`src/rtl/fetch_sequencer.sv`:
```
// Instruction fetch sequencer: loads a program into instruction memory through
// a valid/ready loader port, then fetches sequentially into the IF/ID register
// with stall and branch redirect support, and stops on a halt encoding.
module fetch_sequencer #(
    parameter logic [31:0] RESET_PC  = 32'h0000_0000,
    parameter int          DEPTH     = 1024,
    parameter logic [31:0] HALT_WORD = 32'hFC00_0000
) (
    input  logic        clk,
    input  logic        reset,
    input  logic        ld_valid,
    output logic        ld_ready,
    input  logic [31:0] ld_data,
    input  logic        ld_last,
    input  logic        stall,
    input  logic        branch_taken,
    input  logic [31:0] branch_target,
    output logic [31:0] imem_addr,
    output logic        imem_we,
    output logic [31:0] imem_wdata,
    input  logic [31:0] imem_rdata,
    output logic [31:0] if_pc,
    output logic [31:0] if_instr,
    output logic        if_valid,
    output logic        running
);

    // DEPTH is expected to be a power of two so branch targets wrap with a mask
    localparam int          AW      = (DEPTH > 1) ? $clog2(DEPTH) : 1;
    localparam logic [31:0] LAST_PC = 32'((DEPTH - 1) * 4);
    localparam logic [31:0] PC_MASK = 32'(DEPTH * 4 - 1);
    localparam logic [AW-1:0] LAST_WR = AW'(DEPTH - 1);

    typedef enum logic [1:0] {
        LOAD,
        RUN,
        HALT
    } state_t;

    state_t        state;
    logic [AW-1:0] wr_ptr;
    logic [31:0]   pc;
    logic          ld_accept;
    logic          load_done;
    logic [31:0]   pc_inc;
    logic [31:0]   branch_pc;

    // Memory port ownership and next-pc candidates; reset blocks loader writes
    always_comb begin
        ld_ready   = (state == LOAD) && !reset;
        ld_accept  = ld_ready && ld_valid;
        imem_we    = ld_accept;
        imem_wdata = ld_data;
        imem_addr  = (state == LOAD) ? (32'(wr_ptr) << 2) : pc;
        load_done  = ld_accept && (ld_last || (wr_ptr == LAST_WR));
        pc_inc     = (pc == LAST_PC) ? 32'd0 : pc + 32'd4;
        branch_pc  = {branch_target[31:2], 2'b00} & PC_MASK;
    end

    // Sequencer FSM with registered fetch outputs; branch outranks stall
    always_ff @(posedge clk) begin
        if (reset) begin
            state    <= LOAD;
            wr_ptr   <= '0;
            pc       <= RESET_PC;
            if_pc    <= 32'd0;
            if_instr <= 32'd0;
            if_valid <= 1'b0;
            running  <= 1'b0;
        end else begin
            case (state)
                LOAD: begin
                    if (ld_accept) begin
                        wr_ptr <= wr_ptr + AW'(1);
                    end
                    if (load_done) begin
                        state   <= RUN;
                        running <= 1'b1;
                        pc      <= RESET_PC;
                    end
                end
                RUN: begin
                    if (branch_taken) begin
                        pc       <= branch_pc;
                        if_instr <= 32'd0;
                        if_valid <= 1'b0;
                    end else if (!stall) begin
                        if_instr <= imem_rdata;
                        if_pc    <= pc;
                        if_valid <= 1'b1;
                        pc       <= pc_inc;
                        if (imem_rdata == HALT_WORD) begin
                            state   <= HALT;
                            running <= 1'b0;
                        end
                    end
                end
                HALT: begin
                    if_valid <= 1'b0;
                end
                default: begin
                    state   <= LOAD;
                    running <= 1'b0;
                end
            endcase
        end
    end

endmodule

```
`config.mk`:
```
export PLATFORM = sky130hd
export DESIGN_NAME = fetch_sequencer
export DESIGN_NICKNAME = d
export VERILOG_FILES = /design/src/rtl/fetch_sequencer.sv
export SDC_FILE = /design/constraint.sdc
export NUM_CORES = 1
export LEC_CHECK = 0
export ABC_AREA = 1
export BUFFER_PORTS_ARGS = -buffer_cell sky130_fd_sc_hd__buf_2
export CORE_MARGIN = 3
export CORE_UTILIZATION = 48
export DETAILED_ROUTE_END_ITERATION = 12
export PLACE_DENSITY = 0.81
export SLEW_MARGIN = 20
export SYNTH_ARGS = -nofsm -noshare
export SYNTH_HDL_FRONTEND = slang
export SYNTH_SLANG_ARGS = --single-unit
export TNS_END_PERCENT = 30
```
`constraint.sdc`:
```
create_clock -name clk -period 2.1 [get_ports clk]
set_input_delay 0.42 -clock clk [delete_from_list [all_inputs] [get_ports clk]]
set_output_delay 0.42 -clock clk [all_outputs]
set_load 0.005 [all_outputs]
```
==> results of run 1 <==
## worst max path at each step
stage | slack [ps] | end | depth (start not counted) | from
after floorplan | 480 | pc[28] | 10 | pc[3]
after global placement | 250 | pc[28] | 10 | pc[3]
after detailed placement | 240 | pc[16] | 11 | wr_ptr[0]
after CTS | 70 | imem_addr[9] | 5 | state[1]
after global routing | 5 | pc[16] | 11 | wr_ptr[0]
final | 190 | pc[31] | 10 | pc[4]
## where the power goes
part	switching [uW]	internal (uW)	total (uW)
Combinational	207	125	332
Sequential	25.6	2040	2070
Clock	725	439	1160
## layout by cell type, fill, tap and decap left out, types with 2 or more instances in the layout
cell type,n
conb_1,4
nor2_1,104
nand4_1,8
a21oi_1,89
nand2_4,3
clkinvlp_4,2
clkbuf_8,9
nand3b_1,5
xor2_1,6
nor4_1,4
a22oi_1,2
o21ai_0,54
ha_1,3
nand3_1,53
clkinv_1,2
dfxtp_1,106
buf_12,2
inv_1,70
clkinv_4,3
nand2_1,193
buf_4,18
nand3_2,2
buf_2,143
inv_2,3
nor3_1,10
nor2_4,3
nor2_2,5
## registers in the layout, indices dropped and copies added (netlist names)
name      count
if_pc        30
if_valid      1
if_instr     32
state         2
wr_ptr       10
running       1
pc           30
## metal layers
metal / global-route usage / vias up / routed length [um]
met5: 0 / - / 0
met4: 0.05028 / 0 / 173
met3: 0.07337 / 18 / 1168
met2: 0.3553 / 174 / 6407
met1: 0.2767 / 2397 / 6007
li1: - / 2743 / -
## cells by family after synthesis
| kind of cell | Yosys count | synth area share |
|---|---|---|
| XOR/XNOR | 6 | 0.009776 |
| AO/OA/AOI/OAI | 147 | 0.1390 |
| adder cells (fa/ha/maj) | 3 | 0.006984 |
| flip-flops | 106 | 0.3948 |
| other | 1 | 0.0006977 |
| buffers and inverters | 146 | 0.1359 |
| AND/OR/NAND/NOR | 393 | 0.3128 |
## cell usage after synthesis (4+ instances only)
library cell and n:
xor2_1 6, inv_1 70, buf_4 37, dfxtp_1 106
nor4_1 4, nand2_1 193, nand3b_1 5, o21ai_0 54
clkbuf_1 19, nor3_1 10, buf_6 4, a21oi_1 89
buf_2 9, nor2_2 4, nor2_1 105, nand3_1 53
nand4_1 8
## critical path, stage by stage, from the launching register on
cell	delay [ps]
dfxtp_1	540
nand2_1	90
nor2_1	210
nand3_2	160
inv_2	120
nand3b_1	170
nor2_1	270
nand3_1	120
nand2_1	70
inv_1	30
nor2_1	80
## metrics by stage
stage                     setup slack [ps]  hold WS, ps  power (uW)
after floorplan                      475.7        456.1        2360
after global placement               250.7        448.9        2442
after detailed placement             240.2        454.6        2446
after CTS                            74.75        261.1        3618
after global routing                 4.877        268.7        3738
final                                186.8        290.1        3565
## layout make-up
cell class              count  area (um2)
multi-input cells         553        2536
repair buffers            164       902.1
fillers                  1077        4686
clock buffers               9       123.9
inverters                  76       287.8
well taps                 140       175.2
clock inverters             7       55.05
flip-flops and latches    106        2122
==> metrics.md, run 1 <==
| Metric | Value |
|---|---|
| Fin. max-slew vios | `0` |
| CP Capture Type | `flop` |
| Fin. Hold Viols | `0` |
| Area of the core | `10,890 um2` |
| Iteration-0 DRC Markers | `245` |
| Synth async-reset ratio | `0` |
| Worst r2r dst | `pc[31]` |
| Non-Filler Instances | `1,055` |
| CTS tree | `built` |
| RSZ-0062 raised after global routing | `false` |
| R2R setup slack | `190 ps` |
| Clock sinks | `106` |
| Area Overhead vs Synth | `15.39%` |
| Post-synthesis sequential area ratio | `0.3948` |
| Mapped cell area | `5375 um2` |
| Max-Cap Viols | `0` |
| VDD IR max | `roughly 0.49 mV` |
| Vias | `around 5.3k` |
| Die W | `111.8 um` |
| Initial Util | `0.4937` |
| 1st-pass router iterations | `4` |
| Fin area | `6202 um2` |
| Num rows | `38` |
| Resized cells post-CTS | `0` |
| Clock slew at reported path FFs | `100 ps` |
| Cells after Synth | `802` |
| Synth cell types | `32` |
| Crit path launch type | `flop` |
| Yosys top cell area share | `0.3948` |
| CTS Root Cell | `clkbuf_8` |
| Pwr Density | `574.8 nW/um2` |
| DP Wirelength | `10,140 um` |
| Placer Congestion | `between 0.9 and 1` |
| FF-to-FF Start | `pc[4]` |
| CP required | `around 2400 ps` |
| Post-synth EDFFs | `0` |
| Leak pwr | `0.002794 uW` |
| WHS Endpoint | `if_instr[21]` |
| Total Routing Usage GR | `0.2167` |
| First-pass GRT wire length | `22,630 um` |
| Vias per cell | `5.054` |
| Post-route ant nets | `0` |
| Vias in the first global route | `4,772` |
| Final wirelength | `roughly 14,000 um` |
| Yosys warning total | `0` |
| Clock Path Buffers | `2` |
| Reg2Reg Depth | `10` |
| CTS Buf Count | `9` |
| Top cells by area, synth | `dfxtp_1 39%, nand2_1 13%, a21oi_1 8.3%, nor2_1 7.3%, buf_4 5.2%` |
| Avg Inst Size Synth | `about 6.7 um2` |
| Critical path class | `flop to flop` |
| Share of post-route cells with drive strength above 1 | `0.2186` |
| Boundary Pins | `approximately 230` |
| Setup Skew | `8.284 ps` |
| Final core utilization | `0.5696` |
| # nets final | `1,015` |
| Leading area contributor after synthesis | `dfxtp_1` |
| Antenna cell count | `0` |
| I/O Buffers | `143` |
| Hold Crit Depth | `3` |
| GRT overflow | `0` |
| Clk_lat worst skew | `370 ps` |
| Hold_sp | `imem_rdata[21]` |
| Post-CTS Setup Bufs | `0` |
| Period minus WS final | `1913 ps` |
| Top_reg_cell synth | `dfxtp_1` |
| Status | `finished clean` |
| Arr. time, crit path | `2230 ps` |
| DRC | `0` |
| Avg WL per Cell | `13.04 um` |
| HP Class | `primary input to flop` |
| Htree depth | `3` |
| Post-DP Area | `6017 um2` |
| Post-CTS Hold Buffers | `0` |
| Max FO, Critical Path | `8` |
| Die ar. | `12,500 um2` |
| Flop and latch count out of synthesis | `around 110` |
| Largest net degree at the start of global routing | `59` |
| Crit share post-route | `0.9111` |
| Placed Cells incl. Taps | `~1.0k` |
| Initial antenna violation count | `0` |
| Fmax | `522.7 MHz` |
| Die Y | `111.8 um` |
| Final setup violation count | `0` |
| Final TNS setup | `0 ps` |
No activity file was read; power rests on OpenSTA's default activity.
==> run 2: changes to the inputs <==
CORE_ASPECT_RATIO = 0.9   (was not set)
==> run 2 against run 1 <==
  * Via count is 1.5% higher
  * Largest power group unchanged
  * Routed wire length rose by 4.4%
  * Sequential share of layout area down 0.80 points
  * Critical path depth unchanged
  * Combinational power increased by 4%
  * Die area hardly changed
  * Worst hold slack better by 29 ps
  * Critical endpoint is now pc[28]
  * Clock skew increased by 3.7 ps
  * Setup slack improved by 8.6 ps
==> metrics.md, run 2 (synthesis gave the netlist of run 1 again) <==
| Metric | Value |
|---|---|
| Num rows | `36 (-5.3%)` |
| Vias in the first global route | `4,832 (+1.3%)` |
| Placer Congestion | `0.9281 (+2.2%)` |
| First-pass GRT wire length | `23,390 um (+3.4%)` |
| CP Capture Type | `flop` |
| Max FO, Critical Path | `4 (-4)` |
| Largest net degree at the start of global routing | `51 (-14%)` |
| CTS tree | `built` |
| Max-Cap Viols | `0 (unchanged)` |
| Fin area | `6351 um2 (+2.4%)` |
| Fmax | `525.0 MHz (+0.45%)` |
| Arr. time, crit path | `2150 ps (-80 ps)` |
| Area of the core | `10,900 um2 (+0.12%)` |
| Crit path launch type | `flop` |
| Die Y | `106.4 um (-4.9%)` |
| Status | `finished clean` |
| Largest Register | `if_instr` |
| Critical path launch point | `pc[3]` |
| Post-CTS Hold Buffers | `0 (unchanged)` |
| Clock slew at reported path FFs | `80 ps (-20 ps)` |
| Boundary Pins | `234 (unchanged)` |
| Leak pwr | `0.002857 uW (+2.2%)` |
| CTS Root Cell | `clkbuf_16` |
| Share of post-route cells with drive strength above 1 | `0.2194 (+0.0008531)` |
| Setup Skew | `11.96 ps (+3.673 ps)` |
| Clock Path Buffers | `2 (unchanged)` |
| Clk_lat worst skew | `350 ps (-20 ps)` |
| Final setup violation count | `0 (unchanged)` |
| FF-to-FF Start | `pc[3]` |
| RSZ-0062 raised after global routing | `true` |
| Post-DP Area | `6040 um2 (+0.37%)` |
| Area Overhead vs Synth | `18.16%` |
| Die W | `117.5 um (+5.1%)` |
| # nets final | `1,016 (+0.099%)` |
| Htree depth | `3 (unchanged)` |
| Most common cell after layout, fill and taps aside | `nand2_1` |
| DRC | `0 (unchanged)` |
| Initial antenna violation count | `0 (unchanged)` |
| Pwr Density | `641.0 nW/um2 (+12%)` |
| Placed Cells incl. Taps | `1,052 (+1.3%)` |
| Crit share post-route | `0.9070 (-0.004081)` |
| GRT overflow | `0 (unchanged)` |
| CTS Buf Count | `9 (unchanged)` |
| Period minus WS final | `1905 ps (-8.570 ps)` |
| CP required | `2350 ps (-70 ps)` |
| Max reg flops | `32 (unchanged)` |
| Fin. max-slew vios | `0 (unchanged)` |
| Initial Util | `0.4931 (-0.0005667)` |
| Hold_sp | `imem_rdata[17]` |
| Vias per cell | `5.066 (+0.25%)` |
| Final core utilization | `0.5826 (+0.01301)` |
| Clock sinks | `106 (unchanged)` |
| Final wirelength | `14,360 um (+4.4%)` |
| Critical path class | `flop to flop` |
| Post-route ant nets | `0 (unchanged)` |
| DP Wirelength | `10,500 um (+3.5%)` |
| I/O Buffers | `143 (unchanged)` |
| Largest registers | `if_instr x32, if_pc x30, pc x30` |
| Resized cells post-CTS | `0 (unchanged)` |
| HP Class | `primary input to flop` |
| Most frequent cells in the layout | `192 x nand2_1, 143 x buf_2, 106 x dfxtp_1, 104 x nor2_1, 89 x a21oi_1` |
| Non-Filler Instances | `1,068 (+1.2%)` |
| Avg WL per Cell | `13.44 um (+3.1%)` |
| Post-CTS Setup Bufs | `0 (unchanged)` |
| Iteration-0 DRC Markers | `377 (+54%)` |
| 1st-pass router iterations | `5 (+1)` |
| Vias | `5,411 (+1.5%)` |
| Die ar. | `12,510 um2 (about the same)` |
| Fin. Hold Viols | `0 (unchanged)` |
| Final TNS setup | `0 ps (unchanged)` |
| Total Routing Usage GR | `0.2259 (+0.009168)` |
| VDD IR max | `0.4140 mV (-16%)` |
| Antenna cell count | `0 (unchanged)` |
-- run 2: final timing paths --
check / endpoint / slack (ps) / cells past startpoint
setup / recovery: pc[28] / 200 / 10
hold / removal: if_instr[17] / 320 / 3
setup reg to reg: pc[28] / 200 / 10
hold reg to reg: if_instr[21] / 460 / 2
-- run 2: per-stage QoR --
stage | setup WS, ps | power (uW) | hold slack (ps)
2_1_floorplan | 475.7 | 2360 | 456.1
3_3_place_gp | 217.6 | 2449 | 449.3
3_5_place_dp | 151.0 | 2452 | 452.1
4_1_cts | 112.7 | 4088 | 315.8
5_1_grt | -15.21 | 4225 | 322.5
6_report | 195.4 | 4071 | 318.7
-- run 2: critical path: stages, from the launching register on --
cell,delay (ps)
dfxtp_1,410
ha_1,240
nand3_2,140
nor2_4,170
nand2_2,110
nor2_2,160
nand2_1,160
nor2_2,180
nand3b_1,100
nor2_1,90
nor2_1,60
-- run 2: cell type report --
cell class | instances | area, um2
Timing Repair Buffer | 165 | 909.6
Fill cell | 1055 | 4549
Sequential cell | 106 | 2122
Inverter | 76 | 287.8
Clock inverter | 5 | 46.29
Clock buffer | 11 | 242.7
Multi-Input combinational cell | 553 | 2552
Tap cell | 152 | 190.2
-- run 2: power breakdown --
group	internal [uW]	switching, uW
Clock	860	796
Combinational	129	216
Sequential	2040	26.8
Total	3030	1040
-- run 2: layer usage --
layer,routed length (um),track usage
met2,6266,0.3568
met1,6609,0.3034
met4,223,0.06527
met5,0,0
met3,1258,0.06383
